[config.mk]
export PLATFORM = sky130hd
export DESIGN_NAME = controller_pipe
export DESIGN_NICKNAME = d
export VERILOG_FILES = /design/src/rtl/controller_pipe.sv
export SDC_FILE = /design/constraint.sdc
export NUM_CORES = 1
export LEC_CHECK = 0
export CORE_ASPECT_RATIO = 0.9
export CORE_MARGIN = 2
export CORE_UTILIZATION = 40
export DETAILED_ROUTE_END_ITERATION = 10
export PLACE_DENSITY = 0.85
export SETUP_SLACK_MARGIN = 0.5
export SLEW_MARGIN = 20
export SYNTH_ARGS = -nofsm -noshare
export SYNTH_HDL_FRONTEND = slang
export SYNTH_SLANG_ARGS = --single-unit
[constraint.sdc]
create_clock -name clk -period 4.5 [get_ports clk]
set_input_delay 0.9 -clock clk [delete_from_list [all_inputs] [get_ports clk]]
set_output_delay 0.9 -clock clk [all_outputs]
set_load 0.03 [all_outputs]
[src/rtl/controller_pipe.sv]
// Pipelined control unit: decodes an opcode into a control bundle and carries
// it, with valid bit and write-destination, through DEPTH registered stages.

module controller_pipe_stage #(
  parameter int BW    = 20,
  parameter int REG_W = 5
) (
  input  logic             clk,
  input  logic             rst,
  input  logic             en,
  input  logic             d_valid,
  input  logic [BW-1:0]    d_ctrl,
  input  logic [REG_W-1:0] d_dest,
  output logic             q_valid,
  output logic [BW-1:0]    q_ctrl,
  output logic [REG_W-1:0] q_dest
);

  // A bubble always carries an all-zero payload, whatever the upstream drives.
  always_ff @(posedge clk or posedge rst) begin
    if (rst) begin
      q_valid <= 1'b0;
      q_ctrl  <= '0;
      q_dest  <= '0;
    end else if (en) begin
      q_valid <= d_valid;
      q_ctrl  <= d_valid ? d_ctrl : '0;
      q_dest  <= d_valid ? d_dest : '0;
    end
  end

endmodule

module controller_pipe #(
  parameter int OP_WIDTH    = 6,
  parameter int ALUOP_WIDTH = 6,
  parameter int REG_W       = 5,
  parameter int DEPTH       = 3
) (
  input  logic                                 clk,
  input  logic                                 rst,
  input  logic                                 id_valid,
  input  logic [OP_WIDTH-1:0]                  opcode,
  input  logic [REG_W-1:0]                     rs,
  input  logic [REG_W-1:0]                     rt,
  input  logic [REG_W-1:0]                     rd,
  input  logic                                 flush,
  input  logic                                 stall_ext,
  output logic [ALUOP_WIDTH+13:0]              id_ctrl,
  output logic [DEPTH*(ALUOP_WIDTH+14)-1:0]    stage_ctrl,
  output logic [DEPTH-1:0]                     stage_valid,
  output logic [DEPTH*REG_W-1:0]               stage_dest,
  output logic                                 hazard_stall
);

  localparam int BW = ALUOP_WIDTH + 14;

  // Bundle bit positions (LSB side); ALUop sits above B_REGWRITE.
  localparam int B_REGWRITE = 13;
  localparam int B_MEMREAD  = 4;

  logic [31:0]            op;
  logic [ALUOP_WIDTH-1:0] alu_op;
  logic                   reg_write, reg_dest, mem_to_reg, is_signed, alu_src;
  logic                   jump, jal, branch, eq, mem_read, mem_write, mem_is_signed;
  logic [1:0]             mem_size;
  logic [REG_W-1:0]       id_dest;

  assign op = 32'(opcode);

  always_comb begin
    alu_op        = ALUOP_WIDTH'(opcode);
    reg_write     = 1'b0;
    reg_dest      = 1'b0;
    mem_to_reg    = 1'b0;
    is_signed     = 1'b0;
    alu_src       = 1'b0;
    jump          = 1'b0;
    jal           = 1'b0;
    branch        = 1'b0;
    eq            = 1'b0;
    mem_read      = 1'b0;
    mem_write     = 1'b0;
    mem_is_signed = 1'b0;
    mem_size      = 2'd0;
    case (op)
      32'h00: begin
        alu_op    = '0;
        reg_write = 1'b1;
        reg_dest  = 1'b1;
      end
      32'h02: jump = 1'b1;
      32'h03: begin
        jump      = 1'b1;
        jal       = 1'b1;
        reg_write = 1'b1;
      end
      32'h04: begin
        branch = 1'b1;
        eq     = 1'b1;
      end
      32'h05: branch = 1'b1;
      32'h08, 32'h09, 32'h0A, 32'h0B, 32'h0C, 32'h0D, 32'h0E, 32'h0F: begin
        reg_write = 1'b1;
        alu_src   = 1'b1;
        is_signed = (op == 32'h08) || (op == 32'h0A);
      end
      32'h20, 32'h21, 32'h23, 32'h24, 32'h25: begin
        mem_read      = 1'b1;
        mem_to_reg    = 1'b1;
        reg_write     = 1'b1;
        alu_src       = 1'b1;
        is_signed     = 1'b1;
        mem_is_signed = (op == 32'h20) || (op == 32'h21);
        mem_size      = (op == 32'h23) ? 2'd2 :
                        (op == 32'h21 || op == 32'h25) ? 2'd1 : 2'd0;
      end
      32'h28, 32'h29, 32'h2B: begin
        mem_write = 1'b1;
        alu_src   = 1'b1;
        is_signed = 1'b1;
        mem_size  = (op == 32'h2B) ? 2'd2 : (op == 32'h29) ? 2'd1 : 2'd0;
      end
      default: alu_op = '0;
    endcase
  end

  assign id_ctrl = {alu_op, reg_write, reg_dest, mem_to_reg, is_signed, alu_src,
                    jump, jal, branch, eq, mem_read, mem_write, mem_is_signed,
                    mem_size};

  always_comb begin
    id_dest = rt;
    if (!reg_write)   id_dest = '0;
    else if (reg_dest) id_dest = rd;
    else if (jal)      id_dest = REG_W'(31);
  end

  // Index 0 is what stage 0 would load this cycle; index k+1 is stage k.
  logic [DEPTH:0]            vld_pipe;
  logic [DEPTH:0][BW-1:0]    ctrl_pipe;
  logic [DEPTH:0][REG_W-1:0] dest_pipe;
  logic                      load0;

  assign load0        = id_valid & ~flush & ~hazard_stall;
  assign vld_pipe[0]  = load0;
  assign ctrl_pipe[0] = load0 ? id_ctrl : '0;
  assign dest_pipe[0] = load0 ? id_dest : '0;

  genvar g;
  generate
    for (g = 0; g < DEPTH; g++) begin : g_stage
      controller_pipe_stage #(
        .BW    (BW),
        .REG_W (REG_W)
      ) u_stage (
        .clk     (clk),
        .rst     (rst),
        .en      (~stall_ext),
        .d_valid (vld_pipe[g]),
        .d_ctrl  (ctrl_pipe[g]),
        .d_dest  (dest_pipe[g]),
        .q_valid (vld_pipe[g+1]),
        .q_ctrl  (ctrl_pipe[g+1]),
        .q_dest  (dest_pipe[g+1])
      );
    end
  endgenerate

  // Load-use: a load in stage 0 whose result the decode-stage instruction names.
  assign hazard_stall = id_valid & vld_pipe[1] & ctrl_pipe[1][B_MEMREAD] &
                        (dest_pipe[1] != '0) &
                        ((dest_pipe[1] == rs) | (dest_pipe[1] == rt));

  assign stage_valid = vld_pipe[DEPTH:1];
  assign stage_ctrl  = ctrl_pipe[DEPTH:1];
  assign stage_dest  = dest_pipe[DEPTH:1];

endmodule

==> results of run 1 <==
==> routing by layer <==
layer / track usage [%] / vias to the layer above / wire (microns)
li1: - / 1292 / -
met3: 2.79 / 11 / 460
met5: 0 / - / 0
met2: 28.5 / 118 / 3930
met1: 29.1 / 1341 / 4130
met4: 7.88 / 0 / 111
==> logic make-up after synthesis <==
logic type      count (synthesis)  synth area share [%]
compound gates                 97                  22.1
simple gates                   80                  10.9
flops                          75                  56.1
buf+inv                        50                  8.19
xor+xnor                       10                  2.62
other cells                     1                 0.112
==> worst paths after layout <==
check | start | cells after the start | end | slack (ns)
setup / recovery | opcode[5] | 5 | id_ctrl[6] | 0.57
max in group asynchronous | rst | 3 | g_stage[0].u_stage.q_ctrl[16] | 2.62
hold / removal | g_stage[1].u_stage.q_valid | 1 | g_stage[1].u_stage.q_valid | 0.51
hold reg to reg | g_stage[1].u_stage.q_valid | 1 | g_stage[1].u_stage.q_valid | 0.51
setup reg to reg | g_stage[0].u_stage.q_dest[0] | 5 | g_stage[0].u_stage.q_ctrl[6] | 2.58
min in group asynchronous | rst | 2 | g_stage[0].u_stage.q_ctrl[18] | 1.07
==> state kept, by name, indices dropped and copies added (netlist names) <==
register,cells
g_stage.u_stage.q_ctrl,57
g_stage.u_stage.q_valid,3
g_stage.u_stage.q_dest,15
==> worst reg2reg max path, cell delays in order, from the launching register on <==
cell	delay [ns]
sky130_fd_sc_hd__dfrtp_1	0.48
sky130_fd_sc_hd__xor2_1	0.20
sky130_fd_sc_hd__nor3_1	0.26
sky130_fd_sc_hd__a22oi_2	0.12
sky130_fd_sc_hd__o21ai_2	0.54
sky130_fd_sc_hd__o21ai_0	0.18
==> cell type report <==
| cell class | count | share of cell area (%) |
|---|---|---|
| tap | 99 | 2.63 |
| inverter | 11 | 0.904 |
| clock buffer | 13 | 3.38 |
| multi-input combinational | 188 | 25.5 |
| timing repair buffer | 125 | 26.9 |
| sequential | 75 | 39.9 |
| clock inverter | 2 | 0.745 |
==> cells in the mapped netlist, types with 4 or more instances <==
cell type	number
sky130_fd_sc_hd__buf_4	20
sky130_fd_sc_hd__o32a_1	5
sky130_fd_sc_hd__o31ai_1	7
sky130_fd_sc_hd__dfrtp_1	75
sky130_fd_sc_hd__o21ai_1	7
sky130_fd_sc_hd__nand2_1	39
sky130_fd_sc_hd__o21ai_0	20
sky130_fd_sc_hd__nor2_1	17
sky130_fd_sc_hd__nor3_1	5
sky130_fd_sc_hd__a22o_1	44
sky130_fd_sc_hd__a21o_1	4
sky130_fd_sc_hd__clkbuf_1	15
sky130_fd_sc_hd__xor2_1	10
sky130_fd_sc_hd__inv_1	11
sky130_fd_sc_hd__nand2b_1	4
==> timing repair <==
| action | 4_1_cts | 5_1_grt |
|---|---|---|
| resized for setup | 1 | 10 |
| pin swaps | 0 | 0 |
| hold endpoints to repair | 0 | 0 |
| setup endpoints to repair | 1 | 10 |
==> where the power goes <==
part | switching (mW) | total (mW) | internal (mW) | leakage, nW
clock network | 0.227 | 0.510 | 0.283 | 0.0995
registers | 0.0103 | 0.692 | 0.682 | 1.04
logic | 0.106 | 0.169 | 0.0634 | 1.11
==> impl_metrics.yaml, run 1 <==
status:
  run_status: "finished clean"
synthesis:
  synth_area_per_cell_sq_um: 10.7
  synth.cell_area_sq_um: 3350
  synthDistinctLibCells: 36
  synthDominantCellAreaShare_pct: 56.1
  number_of_enable_type_register_cells_in_the_synthesized_netlist: 0
  synth_top_cell_by_area: "sky130_fd_sc_hd__dfrtp_1"
  synth_fp_nets: 339
  synthArstFlopShare_pct: 100
  post_synth_main_area_contributors: "sky130_fd_sc_hd__dfrtp_1, sky130_fd_sc_hd__a22o_1, sky130_fd_sc_hd__buf_4"
  synth.ff_latch_count: 75
  synthCells: 313
  yosysSeqAreaShare_pct: 56.1
  synthFlopType: "sky130_fd_sc_hd__dfrtp_1"
  synth.yosys.warnings: 0
drt:
  final_antenna_net_count: 0
  routed_wire_length_per_instance_microns: 16.8
  drc_errors: 0
  wirelength_mm: 8.62
  via_count: 2762
  first_pass_iters: 4
  via_per_inst: 5.38
  detailed_route_iter0_violations: 123
cts:
  cts_hold_repair.buffers: 0
  tritoncts_clock_tree: "yes"
  clk_transition_reported_paths_ns: 0.07
  cts_setup_buffers: 0
  cts_made_buffers: 9
  clock_sinks: 75
  clock-root-buffer: "sky130_fd_sc_hd__clkbuf_8"
  cts_h_tree_lvls: 3
  cts.path.max_buffers: 2
  clock_latency_late_sink_ns: 0.33
timing:
  rsz0062_at_grt: "no"
  final-hold-violation-count: 0
  worst_hold_slack_ns: 0.508
  period_needed_ns: 3.93
  final.setup.worst_slack_ns: 0.574
  timing.max_slew.rel_slack_pct: 31.0
  finalSetupViolCount: 0
  fin_tns_setup_ns: 0
  fin_skew_ns: 0.00694
  max_freq_mhz: 255
  tightest_slew_ns: 1.03
  finalCritPeriodShare_pct: 87.3
  maxSlewViolCount: 0
grt:
  global_route_wire_length_before_repair_mm: 14.1
  vias_in_the_first_global_route: 2642
  globalRouteTotalUtil_pct: 19.5
  antenna_found_initial: 0
  gr-total-overflow: 0
  largest_net_degree_at_the_start_of_global_routing: 58
setup_path:
  critical_path.max_stage_delay_ns: 0.66
  critPathTopFamily: "buffers and inverters"
  worstPathCellList: "clkdlybuf4s50_1 > nand2b_1 > or4_1 > inv_1 > clkdlybuf4s50_1"
  cp.arrival_ns: 3.03
  path_class: "primary input to primary output"
  setup.worst_path.start_class: "primary input"
  critPathSlowestCell: "sky130_fd_sc_hd__clkdlybuf4s50_1"
  worst-endpoint-required_ns: 3.60
  worst-path-max-fanout: 11
  endpoint_kind: "primary output"
  critical_path.n_buffers_inverters: 3
  path_common_cell: "sky130_fd_sc_hd__clkdlybuf4s50_1"
power_and_ir_drop:
  finalPower_mw: 1.37
  largest_vdd_supply_drop_uv: 133
  power_density_nw_per_um2: 292
  leak_nw: 2.25
die:
  floorplan.die.width_microns: 100
  design.die.area_sq_um: 9120
  initial_core_util_pct: 41.5
  die_height_microns: 90.8
  ios: 125
  core_area_sq_um: 8070
  placement_rows: 31
cells_and_area:
  final_instance_count_excl_fillers: 513
  design.final.nets: 436
  n_antenna_cell: 0
  multiInputGateArea_sq_um: 1200
  finalCoreUtilization_pct: 58.3
  layout.area.seq_sq_um: 1880
  layout_commonest_cell: "sky130_fd_sc_hd__clkdlybuf4s50_1"
  layout_common_cells: "sky130_fd_sc_hd__clkdlybuf4s50_1, sky130_fd_sc_hd__dfrtp_1, sky130_fd_sc_hd__a22o_1, sky130_fd_sc_hd__nand2_1, sky130_fd_sc_hd__o21ai_0"
  fillers: 700
  syn2layout_area_growth_pct: 40.5
  fraction_of_layout_cells_with_a_size_suffix_above_1_pct: 6.04
  design_area_sq_um: 4700
place:
  post-place-cells: 498
  io_buffer_count: 123
  dp_hpwl_mm: 6.32
  routabilityCongestion: 0.941
  detailedPlace.worstSlack_ns: 0.499
  postPlaceCellArea_sq_um: 4490
worst_hold_path:
  hold_path_class: "flip-flop to flip-flop"
flow_run:
  max_cap_viol_count: 0
Note: power is estimated with default switching activity, not from simulation.
==> inputs of run 2 (changes only) <==
--- a/config.mk
+++ b/config.mk
@@ -15,3 +15,4 @@
 export SYNTH_ARGS = -nofsm -noshare
 export SYNTH_HDL_FRONTEND = slang
 export SYNTH_SLANG_ARGS = --single-unit
+export TNS_END_PERCENT = 1
==> run 2 against run 1 <==
Effect of this change: register-to-register slack barely moved; setup slack got worse by 0.081 ns; die area did not move; sequential cell count did not move.
==> impl_metrics.yaml, run 2 (synthesis gave the netlist of run 1 again) <==
status:
  run_status: "finished clean"
cts:
  cts_h_tree_lvls: 3
  cts_setup_buffers: 0
  clock_latency_late_sink_ns: 0.33
  cts.path.max_buffers: 2
  tritoncts_clock_tree: "yes"
  cts_made_buffers: 9
  clk_transition_reported_paths_ns: 0.07
  clock-root-buffer: "sky130_fd_sc_hd__clkbuf_8"
  clock_sinks: 75
setup_path:
  critical_path.n_buffers_inverters: 2
  setup.worst_path.start_class: "primary input"
  critPathSlowestCell: "sky130_fd_sc_hd__clkdlybuf4s50_1"
  worst-endpoint-required_ns: 3.60
  endpoint_kind: "primary output"
  critical_path.max_stage_delay_ns: 0.74
  path_class: "primary input to primary output"
  critPathTopFamily: "buffers and inverters"
  worst-path-max-fanout: 11
  cp.arrival_ns: 3.11
  worstPathCellList: "clkdlybuf4s50_1 > nand2b_2 > o211ai_1 > a221oi_2 > clkdlybuf4s50_1"
  path_common_cell: "sky130_fd_sc_hd__clkdlybuf4s50_1"
timing:
  rsz0062_at_grt: "yes"
  final-hold-violation-count: 0
  final.setup.worst_slack_ns: 0.493
  finalSetupViolCount: 0
  period_needed_ns: 4.01
  max_freq_mhz: 250
  fin_tns_setup_ns: 0
  worst_hold_slack_ns: 0.505
  maxSlewViolCount: 0
  timing.max_slew.rel_slack_pct: 30.9
  fin_skew_ns: 0.00603
  tightest_slew_ns: 1.03
  finalCritPeriodShare_pct: 89.0
place:
  post-place-cells: 498
  io_buffer_count: 123
  dp_hpwl_mm: 6.32
  detailedPlace.worstSlack_ns: 0.499
  routabilityCongestion: 0.941
  postPlaceCellArea_sq_um: 4490
cells_and_area:
  syn2layout_area_growth_pct: 39.9
  final_instance_count_excl_fillers: 513
  layout_common_cells: "sky130_fd_sc_hd__clkdlybuf4s50_1, sky130_fd_sc_hd__dfrtp_1, sky130_fd_sc_hd__a22o_1, sky130_fd_sc_hd__nand2_1, sky130_fd_sc_hd__o21ai_0"
  layout_commonest_cell: "sky130_fd_sc_hd__clkdlybuf4s50_1"
  largest_registers: "g_stage.u_stage.q_ctrl x57, g_stage.u_stage.q_dest x15, g_stage.u_stage.q_valid x3"
  design.final.nets: 436
  n_antenna_cell: 0
  max_ffs_per_register: 57
  finalCoreUtilization_pct: 58.0
  design_area_sq_um: 4680
  largest-register: "g_stage.u_stage.q_ctrl"
  fraction_of_layout_cells_with_a_size_suffix_above_1_pct: 6.04
drt:
  via_count: 2750
  drc_errors: 0
  detailed_route_iter0_violations: 117
  via_per_inst: 5.36
  final_antenna_net_count: 0
  wirelength_mm: 8.62
  routed_wire_length_per_instance_microns: 16.8
  first_pass_iters: 4
grt:
  globalRouteTotalUtil_pct: 19.5
  largest_net_degree_at_the_start_of_global_routing: 58
  antenna_found_initial: 0
  grt_util_met3_pct: 2.79
  fraction_of_met2_tracks_used_by_global_routing_pct: 28.5
  global_route_wire_length_before_repair_mm: 14.1
  busiest_layer: "met1"
  gr-usage-met1_pct: 29.1
  gr-total-overflow: 0
  vias_in_the_first_global_route: 2642
die:
  initial_core_util_pct: 41.5
  floorplan.die.width_microns: 100
  ios: 125
  die_height_microns: 90.8
  design.die.area_sq_um: 9120
  placement_rows: 31
  core_area_sq_um: 8070
power_and_ir_drop:
  power_density_nw_per_um2: 293
  leak_nw: 2.11
  largest_vdd_supply_drop_uv: 133
  finalPower_mw: 1.37
worst_hold_path:
  hold_path_class: "flip-flop to flip-flop"
flow_run:
  max_cap_viol_count: 0
-- run 2: final timing paths --
check,start,end,slack [ns],depth (start not counted)
setup / recovery,opcode[1],id_ctrl[13],0.49,5
hold / removal,g_stage[1].u_stage.q_valid,g_stage[1].u_stage.q_valid,0.51,1
setup reg to reg,g_stage[0].u_stage.q_dest[0],g_stage[0].u_stage.q_ctrl[6],2.58,5
hold reg to reg,g_stage[1].u_stage.q_valid,g_stage[1].u_stage.q_valid,0.51,1
max in group asynchronous,rst,g_stage[0].u_stage.q_ctrl[6],2.63,3
min in group asynchronous,rst,g_stage[0].u_stage.q_ctrl[18],1.07,2
-- run 2: where the power goes --
| part | internal [mW] | leakage [nW] | switching [mW] |
|---|---|---|---|
| combinational | 0.0639 | 0.966 | 0.106 |
| clock | 0.283 | 0.0995 | 0.226 |
| sequential | 0.682 | 1.04 | 0.0101 |
-- run 2: per-layer routing --
layer | share of wire [%] | up-vias
li1 | - | 1292
met1 | 47 | 1347
met2 | 47 | 105
met3 | 5.0 | 6
met4 | 0.71 | 0
met5 | 0 | -
-- run 2: final cells by class --
type                       instances  area [sq um]
inverter                          11          42.5
clock buffer                      13           159
clock inverter                     2          35.0
multi-input combinational        188          1200
sequential                        75          1880
fill                             701          3390
timing repair buffer             125          1240
tap                               99           124
-- run 2: what timing repair did --
action	in CTS	in global routing
gates resized for setup	1	1
endpoints found under the setup margin	1	10
endpoints found under the hold margin	0	0
pin swaps	0	0
hold buffers	0	0
